### src/rtl/ser_frame_ctrl_pkg.sv
// Shared definitions for the serial DAC frame controller: FSM state encoding,
// default sample width and the fixed per-frame overhead (one idle/capture
// cycle plus one latch cycle).
package ser_frame_ctrl_pkg;

  typedef enum logic [1:0] {
    ST_IDLE  = 2'd0,
    ST_SHIFT = 2'd1,
    ST_LATCH = 2'd2
  } state_t;

  localparam int DATA_W_DEFAULT = 16;
  localparam int FRAME_OVERHEAD = 2;

endpackage

### src/rtl/ser_frame_ctrl_rr_arb2.sv
// Two-requester round-robin arbiter. The grant is combinational from the
// requests and the registered last-served pointer; the pointer only moves
// when the parent signals that a grant was actually consumed.
module rr_arb2 (
  input  logic       clk,
  input  logic       rst_n,
  input  logic [1:0] req,
  input  logic       update,
  output logic [1:0] grant
);

  // 1 = channel B was served last, so A wins the next contention
  logic last_b;

  // Grant selection: a lone requester always wins, a tie goes to the other side
  always_comb begin
    grant = 2'b00;
    case (req)
      2'b01:   grant = 2'b01;
      2'b10:   grant = 2'b10;
      2'b11:   grant = last_b ? 2'b01 : 2'b10;
      default: grant = 2'b00;
    endcase
  end

  // Last-served pointer, reset so that A wins the first contention
  always_ff @(posedge clk or negedge rst_n) begin
    if (!rst_n) begin
      last_b <= 1'b1;
    end else if (update) begin
      last_b <= grant[1];
    end else begin
      last_b <= last_b;
    end
  end

endmodule

### src/rtl/ser_frame_ctrl.sv
// Serial DAC frame controller. Captures one sample from channel A or B
// (round-robin), shifts it out MSB first over DATA_W cycles and finishes
// with a one-cycle latch strobe. Frame length is DATA_W+2 clocks.
// Optional feature macro: SER_PARITY_EN -- drive even parity of the
// captured sample on sdoO during the latch cycle (0 there otherwise).
module ser_frame_ctrl
  import ser_frame_ctrl_pkg::*;
#(
  parameter int DATA_W = DATA_W_DEFAULT
) (
  input  logic              clkI,
  input  logic              rstnI,
  input  logic              enI,
  input  logic              validAI,
  input  logic              validBI,
  input  logic [DATA_W-1:0] dataAI,
  input  logic [DATA_W-1:0] dataBI,
  output logic              ackAO,
  output logic              ackBO,
  output logic              sdoO,
  output logic              latchO,
  output logic              chanO,
  output logic              busyO
);

  localparam int CNT_W = (DATA_W > 1) ? $clog2(DATA_W) : 1;
  localparam logic [CNT_W-1:0] CNT_LAST = CNT_W'(DATA_W - 1);

  state_t            state;
  state_t            state_nxt;
  logic [CNT_W-1:0]  cnt;
  logic [CNT_W-1:0]  cnt_nxt;
  logic [DATA_W-1:0] shreg;
  logic [DATA_W-1:0] shreg_nxt;
  logic [DATA_W-1:0] sel_data;
  logic              sdo_nxt;
  logic              latch_nxt;
  logic              ack_a_nxt;
  logic              ack_b_nxt;
  logic              chan_nxt;
  logic              busy_nxt;
  logic              start;
  logic [1:0]        grant;

`ifdef SER_PARITY_EN
  logic              par;
  logic              par_nxt;

  // Even parity: XOR of all sample bits
  function automatic logic even_parity(input logic [DATA_W-1:0] d);
    return ^d;
  endfunction
`endif

  // A frame starts only from IDLE with the serializer enabled and a request up
  assign start = (state == ST_IDLE) && enI && (validAI || validBI);

  rr_arb2 u_arb (
    .clk    (clkI),
    .rst_n  (rstnI),
    .req    ({validBI, validAI}),
    .update (start),
    .grant  (grant)
  );

  // State, datapath and output registers; reset aborts any frame in flight
  always_ff @(posedge clkI or negedge rstnI) begin
    if (!rstnI) begin
      state  <= ST_IDLE;
      cnt    <= {CNT_W{1'b0}};
      shreg  <= {DATA_W{1'b0}};
      sdoO   <= 1'b0;
      latchO <= 1'b0;
      ackAO  <= 1'b0;
      ackBO  <= 1'b0;
      chanO  <= 1'b0;
      busyO  <= 1'b0;
`ifdef SER_PARITY_EN
      par    <= 1'b0;
`endif
    end else begin
      state  <= state_nxt;
      cnt    <= cnt_nxt;
      shreg  <= shreg_nxt;
      sdoO   <= sdo_nxt;
      latchO <= latch_nxt;
      ackAO  <= ack_a_nxt;
      ackBO  <= ack_b_nxt;
      chanO  <= chan_nxt;
      busyO  <= busy_nxt;
`ifdef SER_PARITY_EN
      par    <= par_nxt;
`endif
    end
  end

  // Next-state logic: IDLE -> SHIFT (DATA_W cycles) -> LATCH (1 cycle) -> IDLE
  always_comb begin
    state_nxt = state;
    case (state)
      ST_IDLE: begin
        if (start) begin
          state_nxt = ST_SHIFT;
        end else begin
          state_nxt = ST_IDLE;
        end
      end
      ST_SHIFT: begin
        if (cnt == CNT_LAST) begin
          state_nxt = ST_LATCH;
        end else begin
          state_nxt = ST_SHIFT;
        end
      end
      ST_LATCH: state_nxt = ST_IDLE;
      default:  state_nxt = ST_IDLE;
    endcase
  end

  // Output/datapath next values; the MSB is presented in the first SHIFT cycle
  always_comb begin
    cnt_nxt   = cnt;
    shreg_nxt = shreg;
    sel_data  = grant[1] ? dataBI : dataAI;
    sdo_nxt   = 1'b0;
    latch_nxt = 1'b0;
    ack_a_nxt = 1'b0;
    ack_b_nxt = 1'b0;
    chan_nxt  = chanO;
    busy_nxt  = (state_nxt != ST_IDLE);
`ifdef SER_PARITY_EN
    par_nxt   = par;
`endif
    case (state)
      ST_IDLE: begin
        if (start) begin
          cnt_nxt   = {CNT_W{1'b0}};
          shreg_nxt = {sel_data[DATA_W-2:0], 1'b0};
          sdo_nxt   = sel_data[DATA_W-1];
          ack_a_nxt = grant[0];
          ack_b_nxt = grant[1];
          chan_nxt  = grant[1];
`ifdef SER_PARITY_EN
          par_nxt   = even_parity(sel_data);
`endif
        end else begin
          cnt_nxt   = {CNT_W{1'b0}};
        end
      end
      ST_SHIFT: begin
        if (cnt == CNT_LAST) begin
          cnt_nxt   = {CNT_W{1'b0}};
          latch_nxt = 1'b1;
`ifdef SER_PARITY_EN
          sdo_nxt   = par;
`else
          sdo_nxt   = 1'b0;
`endif
        end else begin
          cnt_nxt   = cnt + CNT_W'(1);
          sdo_nxt   = shreg[DATA_W-1];
          shreg_nxt = {shreg[DATA_W-2:0], 1'b0};
        end
      end
      ST_LATCH: begin
        cnt_nxt = {CNT_W{1'b0}};
      end
      default: begin
        cnt_nxt = {CNT_W{1'b0}};
      end
    endcase
  end

endmodule

### config.mk
export PLATFORM = sky130hd
export DESIGN_NAME = ser_frame_ctrl
export DESIGN_NICKNAME = d
export VERILOG_FILES = /design/src/rtl/ser_frame_ctrl_pkg.sv /design/src/rtl/ser_frame_ctrl_rr_arb2.sv /design/src/rtl/ser_frame_ctrl.sv
export SDC_FILE = /design/constraint.sdc
export NUM_CORES = 1
export LEC_CHECK = 0
export CORE_MARGIN = 2
export CORE_UTILIZATION = 50
export CTS_CLUSTER_DIAMETER = 120
export CTS_CLUSTER_SIZE = 10
export DETAILED_ROUTE_END_ITERATION = 6
export GPL_TIMING_DRIVEN = 0
export PLACE_DENSITY_LB_ADDON = 0.3
export REMOVE_ABC_BUFFERS = 1
export SYNTH_ARGS = -nofsm -noshare
export SYNTH_HDL_FRONTEND = slang
export SYNTH_HIERARCHICAL = 1
export SYNTH_SLANG_ARGS = --single-unit
### constraint.sdc
create_clock -name clkI -period 4.9 [get_ports clkI]
set_clock_uncertainty 0.05 [all_clocks]
set_input_delay 0.98 -clock clkI [delete_from_list [all_inputs] [get_ports clkI]]
set_output_delay 0.98 -clock clkI [all_outputs]
set_load 0.005 [all_outputs]
==> results.md, run 1 <==
- Status: finished clean
- Critical path launch point type: input pin
- Clock Power Share: 11.0%
- Final slew viol count: 0
- LEAKAGE: 0.8902 nW
- Core Rows: 19
- Most frequent cells after synthesis: 26 x dfrtp_1, 24 x mux2i_1, 15 x mux2_2
- Via-per-instance ratio: 5.196
- Num CTS Buffers: 3
- Synth unique cells: 24
- GPL Wtd Cong: 0.7488
- Asr flop ratio synth: 100.0%
- Max Freq: 317.7 MHz
- Met2 wire length: 1340 um
- RSZ-0062 raised after global routing: false
- Fill count: 225
- Dpl cell area: 0.001874 sq mm
- Ys Warns: 6
- Synth Cell Area: 0.001460 sq mm
- Number of hold violations in the final report: 0
- Gr ovfl total: 0
- Clock Sinks: 27
- CP required: 5.07 ns
- Pre-antenna DRT Iters: 4
- Ranking of synthesized cells by area: dfrtp_1 45%, mux2i_1 16%, mux2_2 12%, mux2_4 8.2%, inv_1 2.1%
- Post-CTS Setup Bufs: 0
- Cell count after synthesis: 111
- WL final: 2664 um
- Clk slew on worst S/H paths: 0.14 ns
- Avg Inst Size Synth: 13.15 sq um
- Crit Path Category: input pin to flip-flop
- Pwr per Cell Area: 446.4 mW/mm^2
- Worst skew pair latency: 0.32 ns
- Antenna Nets Post-Route: 0
- Initial antenna violation count: 0
- Ant diodes: 0
- Worst Tran Pin Value: 1.244 ns
- Most numerous cell in the Yosys netlist: dfrtp_1
- Peak supply drop: 0.3178 mV
- Layout Utilization: 69.92%
- GR Util All Layers: 17.23%
- Clock buffer depth: 2
- Area delta synth->final: 32.05%
- Flop pwr share: 42.8%
- Initial Util: 52.95%
- # H-tree levels: 1
- Post-route clock period utilization: 64.23%
- Die area: 0.003369 sq mm
- Area of the multi-input gates: 708.2 sq um
- CP Capture Type: flip-flop
- Share of cells above drive strength 1: 21.57%
- Ys flop type: dfrtp_1
- First-pass GRT wire length: 4457 um
- Via count: 956
- Buffers on Ports: 42
- Vias in the first global route: 1021
- Die height: 58.04 um
- Finished Cell Area: 0.001928 sq mm
- Avg WL per Cell: 14.48 um
- Remaining DRCs: 0
- Detailed placement HPWL: 1956 um
- I/O pin cnt: 43
- Hold Buf Count CTS: 0
- CTS tree: built
- Die outline width: 58.04 um
- Peak fanout along the critical path: 19
- Post_cts resized: 0
- Routed length on met1: 1181 um
- Nets@finish: 192
- Post-synth EDFFs: 0
- Setup_tns: 0 ns
- MaxCap Viol Count: 0
- Critical path arrival: 3.31 ns
- Switch share: 31.29%
- Tot Pwr: 860.7 uW
- Part of the power in combinational logic: 46.2%
- Max layer used: met4
- HP Class: flip-flop to flip-flop
- Core ar.: 0.002758 sq mm
- Sequential-to-total area share from yosys stat: 46.36%
- Slew headroom: 16.61%
- Root buf cell: clkbuf_4
- Largest net degree at the start of global routing: 28
- Initial DRC count: 25
- Storage cell area: 676.9 sq um
- Met3 WL: 124 um
- Worst hold margin: 0.4349 ns
- FF+latch count, synth: 27
- P_sw: 269.3 uW
- Min Tclk post-route: 3.147 ns
- P_int: 591.4 uW
- Area share of the leading cell type in the synthesized netlist: 44.56%
- Setup violators final: 0
- Yosys top cell by area: dfrtp_1
cell usage in the layout (no fill, tap or decap), types with 2 or more instances in the layout:
| cell type | count |
|---|---|
| nor2_1 | 6 |
| mux2_4 | 8 |
| and2_1 | 3 |
| mux2_2 | 15 |
| nand3_1 | 2 |
| dfrtp_1 | 26 |
| clkbuf_4 | 3 |
| mux2i_1 | 24 |
| clkdlybuf4s50_1 | 42 |
| inv_1 | 8 |
cell type report:
type                            instances  share of cell area [%]
Inverter                                8                   1.557
Multi-Input combinational cell         71                   36.73
Sequential cell                        27                   35.11
Timing Repair Buffer                   43                   23.23
Clock buffer                            4                   1.363
Tap cell                               31                   2.012
flip-flops by register name, summed over array words and instances (netlist names):
register	cells
ackAO	1
ackBO	1
cnt	4
chanO	1
shreg	15
sdoO	1
latchO	1
u_arb/last_b	1
busyO	1
state	1
through the flow:
| step | cells | setup slack (ns) |
|---|---|---|
| 5_1_grt | 184 | 1.698 |
| 2_1_floorplan | 106 | 2.214 |
| 6_report | 184 | 1.753 |
| 3_5_place_dp | 179 | 1.398 |
| 3_3_place_gp | 179 | 1.432 |
| 4_1_cts | 183 | 1.755 |
power by group through the flow:
stage	clock (mW)	combinational, mW	sequential, mW
floorplan	0	0.291	0.361
global placement	0	0.384	0.366
detailed placement	0	0.399	0.373
CTS	0.0970	0.402	0.368
global route	0.110	0.438	0.380
finish	0.0946	0.397	0.369
layer usage:
| metal | track usage [%] | vias up |
|---|---|---|
| li1 | - | 468 |
| met1 | 22.13 | 456 |
| met2 | 30.19 | 30 |
| met3 | 3.125 | 2 |
| met4 | 3.987 | 0 |
| met5 | 0 | - |
path summary, 6_finish.rpt:
check | startpoint | end | slack, ns | depth (start not counted)
max | validBI | shreg[3] | 1.75 | 5
min | cnt[0] | cnt[0] | 0.43 | 1
max reg2reg | u_arb/last_b | shreg[3] | 2.57 | 4
min reg2reg | cnt[0] | cnt[0] | 0.43 | 1
max in group asynchronous | rstnI | u_arb/last_b | 3.37 | 2
min in group asynchronous | rstnI | shreg[14] | 0.89 | 1
logic make-up after synthesis:
group / after synthesis / synth area share, %
multiplexers: 47 / 36.25
flip-flops: 27 / 46.36
AND/OR/NAND/NOR: 15 / 5.484
buffers and inverters: 13 / 5.141
AO/OA/AOI/OAI: 6 / 4.713
XOR/XNOR: 2 / 1.200
adder cells (fa/ha/maj): 1 / 0.8568
critical path, cell delays in order:
cell,delay [ns]
clkdlybuf4s50_1,0.51
a21boi_2,0.95
mux2_4,0.36
mux2_2,0.26
mux2_2,0.25
(Power assumes the default switching activity.)
==> run 2: changes to the inputs <==
--- a/config.mk
+++ b/config.mk
@@ -6,7 +6,7 @@
 export NUM_CORES = 1
 export LEC_CHECK = 0
 export CORE_MARGIN = 2
-export CORE_UTILIZATION = 50
+export CORE_UTILIZATION = 47
 export CTS_CLUSTER_DIAMETER = 120
 export CTS_CLUSTER_SIZE = 10
 export DETAILED_ROUTE_END_ITERATION = 6
==> constraint.sdc (replaced) <==
create_clock -name clkI -period 3.2 [get_ports clkI]
set_clock_uncertainty 0.05 [all_clocks]
set_input_delay 0.64 -clock clkI [delete_from_list [all_inputs] [get_ports clkI]]
set_output_delay 0.64 -clock clkI [all_outputs]
set_load 0.005 [all_outputs]
==> run 2 against run 1 <==
  * Cell area fell by 1.3%
  * Via count rose by 0.42%
  * Cell count rose by 0.54%
  * Global-route usage fell by 1.5 points
  * Register-to-register slack got worse by 1.7 ns
  * Critical endpoint is now shreg[4]
==> results.md, run 2 (synthesis results as in run 1) <==
- Finished Cell Area: 0.001903 sq mm
- Ant diodes: 0
- GPL Wtd Cong: 0.6804
- Pre-antenna DRT Iters: 4
- Peak supply drop: 0.2865 mV
- Slew headroom: 21.51%
- Die height: 59.74 um
- Gr ovfl total: 0
- Share of cells above drive strength 1: 21.05%
- Worst skew pair latency: 0.31 ns
- Top flop regs: shreg (15), cnt (4)
- CP max-delay cell: a21boi_2
- Pwr per Cell Area: 683.4 mW/mm^2
- Nets@finish: 191
- Initial antenna violation count: 0
- Final slew viol count: 0
- Detailed placement HPWL: 1905 um
- Commonest cells after routing, fill and taps aside: 42 x clkdlybuf4s50_1, 26 x dfrtp_1, 24 x mux2i_1
- Layout Utilization: 63.38%
- Via-per-instance ratio: 5.189
- MaxCap Viol Count: 0
- Status: finished clean
- Num CTS Buffers: 3
- Post-route clock period utilization: 86.40%
- Core Rows: 20
- Area delta synth->final: 30.33%
- Number of hold violations in the final report: 0
- Via count: 960
- Setup violators final: 0
- GR Util All Layers: 15.77%
- CP Buf/Inv Count: 1
- I/O pin cnt: 43
- CTS tree: built
- CP required: 3.37 ns
- Max Freq: 361.7 MHz
- Critical path launch point type: input pin
- Dpl cell area: 0.001877 sq mm
- Core ar.: 0.003003 sq mm
- Largest net degree at the start of global routing: 28
- Die outline width: 59.74 um
- Clock buffer depth: 2
- RSZ-0062 raised after global routing: false
- Setup_tns: 0 ns
- Die area: 0.003568 sq mm
- WL final: 2475 um
- HP Class: flip-flop to flip-flop
- Post-CTS Setup Bufs: 0
- Buffers on Ports: 42
- Remaining DRCs: 0
- Top delay family on crit path: compound AO/OA/AOI/OAI gates
- Biggest register: shreg
- Crit path largest cell delay: 0.90 ns
- Clock Sinks: 27
- Commonest non-fill, non-tap cell in the layout: clkdlybuf4s50_1
- Initial DRC count: 10
- # H-tree levels: 1
- Avg WL per Cell: 13.38 um
- Crit Path Category: input pin to flip-flop
- Root buf cell: clkbuf_4
- Clk slew on worst S/H paths: 0.14 ns
- Antenna Nets Post-Route: 0
- Post_cts resized: 0
- Cell breakdown of the critical path: clkdlybuf4s50_1 -> a21boi_2 -> mux2_4 -> mux2_2 -> mux2_2
- Vias in the first global route: 1008
- Worst Tran Pin Value: 1.171 ns
- Min Tclk post-route: 2.765 ns
- Most used cell, CP: mux2_2
- CP Capture Type: flip-flop
- LEAKAGE: 0.8775 nW
- First-pass GRT wire length: 4229 um
- Fill count: 254
- Initial Util: 48.62%
- Hold Buf Count CTS: 0
- Peak fanout along the critical path: 19
- Critical path arrival: 2.93 ns
- Largest register FFs: 15
run 2: path summary, 6_finish.rpt:
kind	startpoint	to	slack, ns	cells past startpoint
hold reg to reg	cnt[0]	cnt[0]	0.43	1
min in group asynchronous	rstnI	cnt[0]	0.87	1
max in group asynchronous	rstnI	shreg[8]	1.56	1
setup reg to reg	u_arb/last_b	shreg[4]	0.91	4
hold / removal	cnt[0]	cnt[0]	0.43	1
setup / recovery	validBI	shreg[4]	0.44	5
run 2: metal layers:
metal / wire [um] / GRT usage, % / vias to the layer above
met4: 21 / 6.349 / 0
met1: 1044 / 17.60 / 464
li1: - / - / 466
met5: 0 / 0 / -
met3: 146 / 3.463 / 2
met2: 1264 / 28.73 / 28
run 2: area by class of cell:
| type | count | area [sq um] | share of cell area, % |
|---|---|---|---|
| timing repair buffer | 42 | 420.4 | 22.09 |
| clock buffer | 4 | 26.28 | 1.381 |
| inverter | 8 | 30.03 | 1.578 |
| multi-input combinational | 71 | 708.2 | 37.21 |
| sequential | 27 | 676.9 | 35.57 |
| tap | 33 | 41.29 | 2.170 |
run 2: worst reg2reg max path, stage by stage, from the launching register on:
cell and delay, ns:
dfstp_2 0.41, a21boi_2 0.86, mux2_4 0.36, mux2_2 0.26, mux2_2 0.26
run 2: metrics by stage:
stage / hold WS, ns / power [mW] / instances / setup WS [ns]
floorplan: 0.2944 / 0.9994 / 106 / 0.8535
global placement: 0.3982 / 1.149 / 181 / 0.08019
detailed placement: 0.4154 / 1.178 / 181 / 0.03976
CTS: 0.4310 / 1.318 / 185 / 0.3889
global route: 0.4410 / 1.402 / 185 / 0.3232
finish: 0.4281 / 1.301 / 185 / 0.4352
run 2: power breakdown:
part	internal [mW]	leakage (nW)	switching, mW
sequential	0.491	0.331	0.0730
clock	0.0487	0.0150	0.0942
combinational	0.362	0.531	0.232
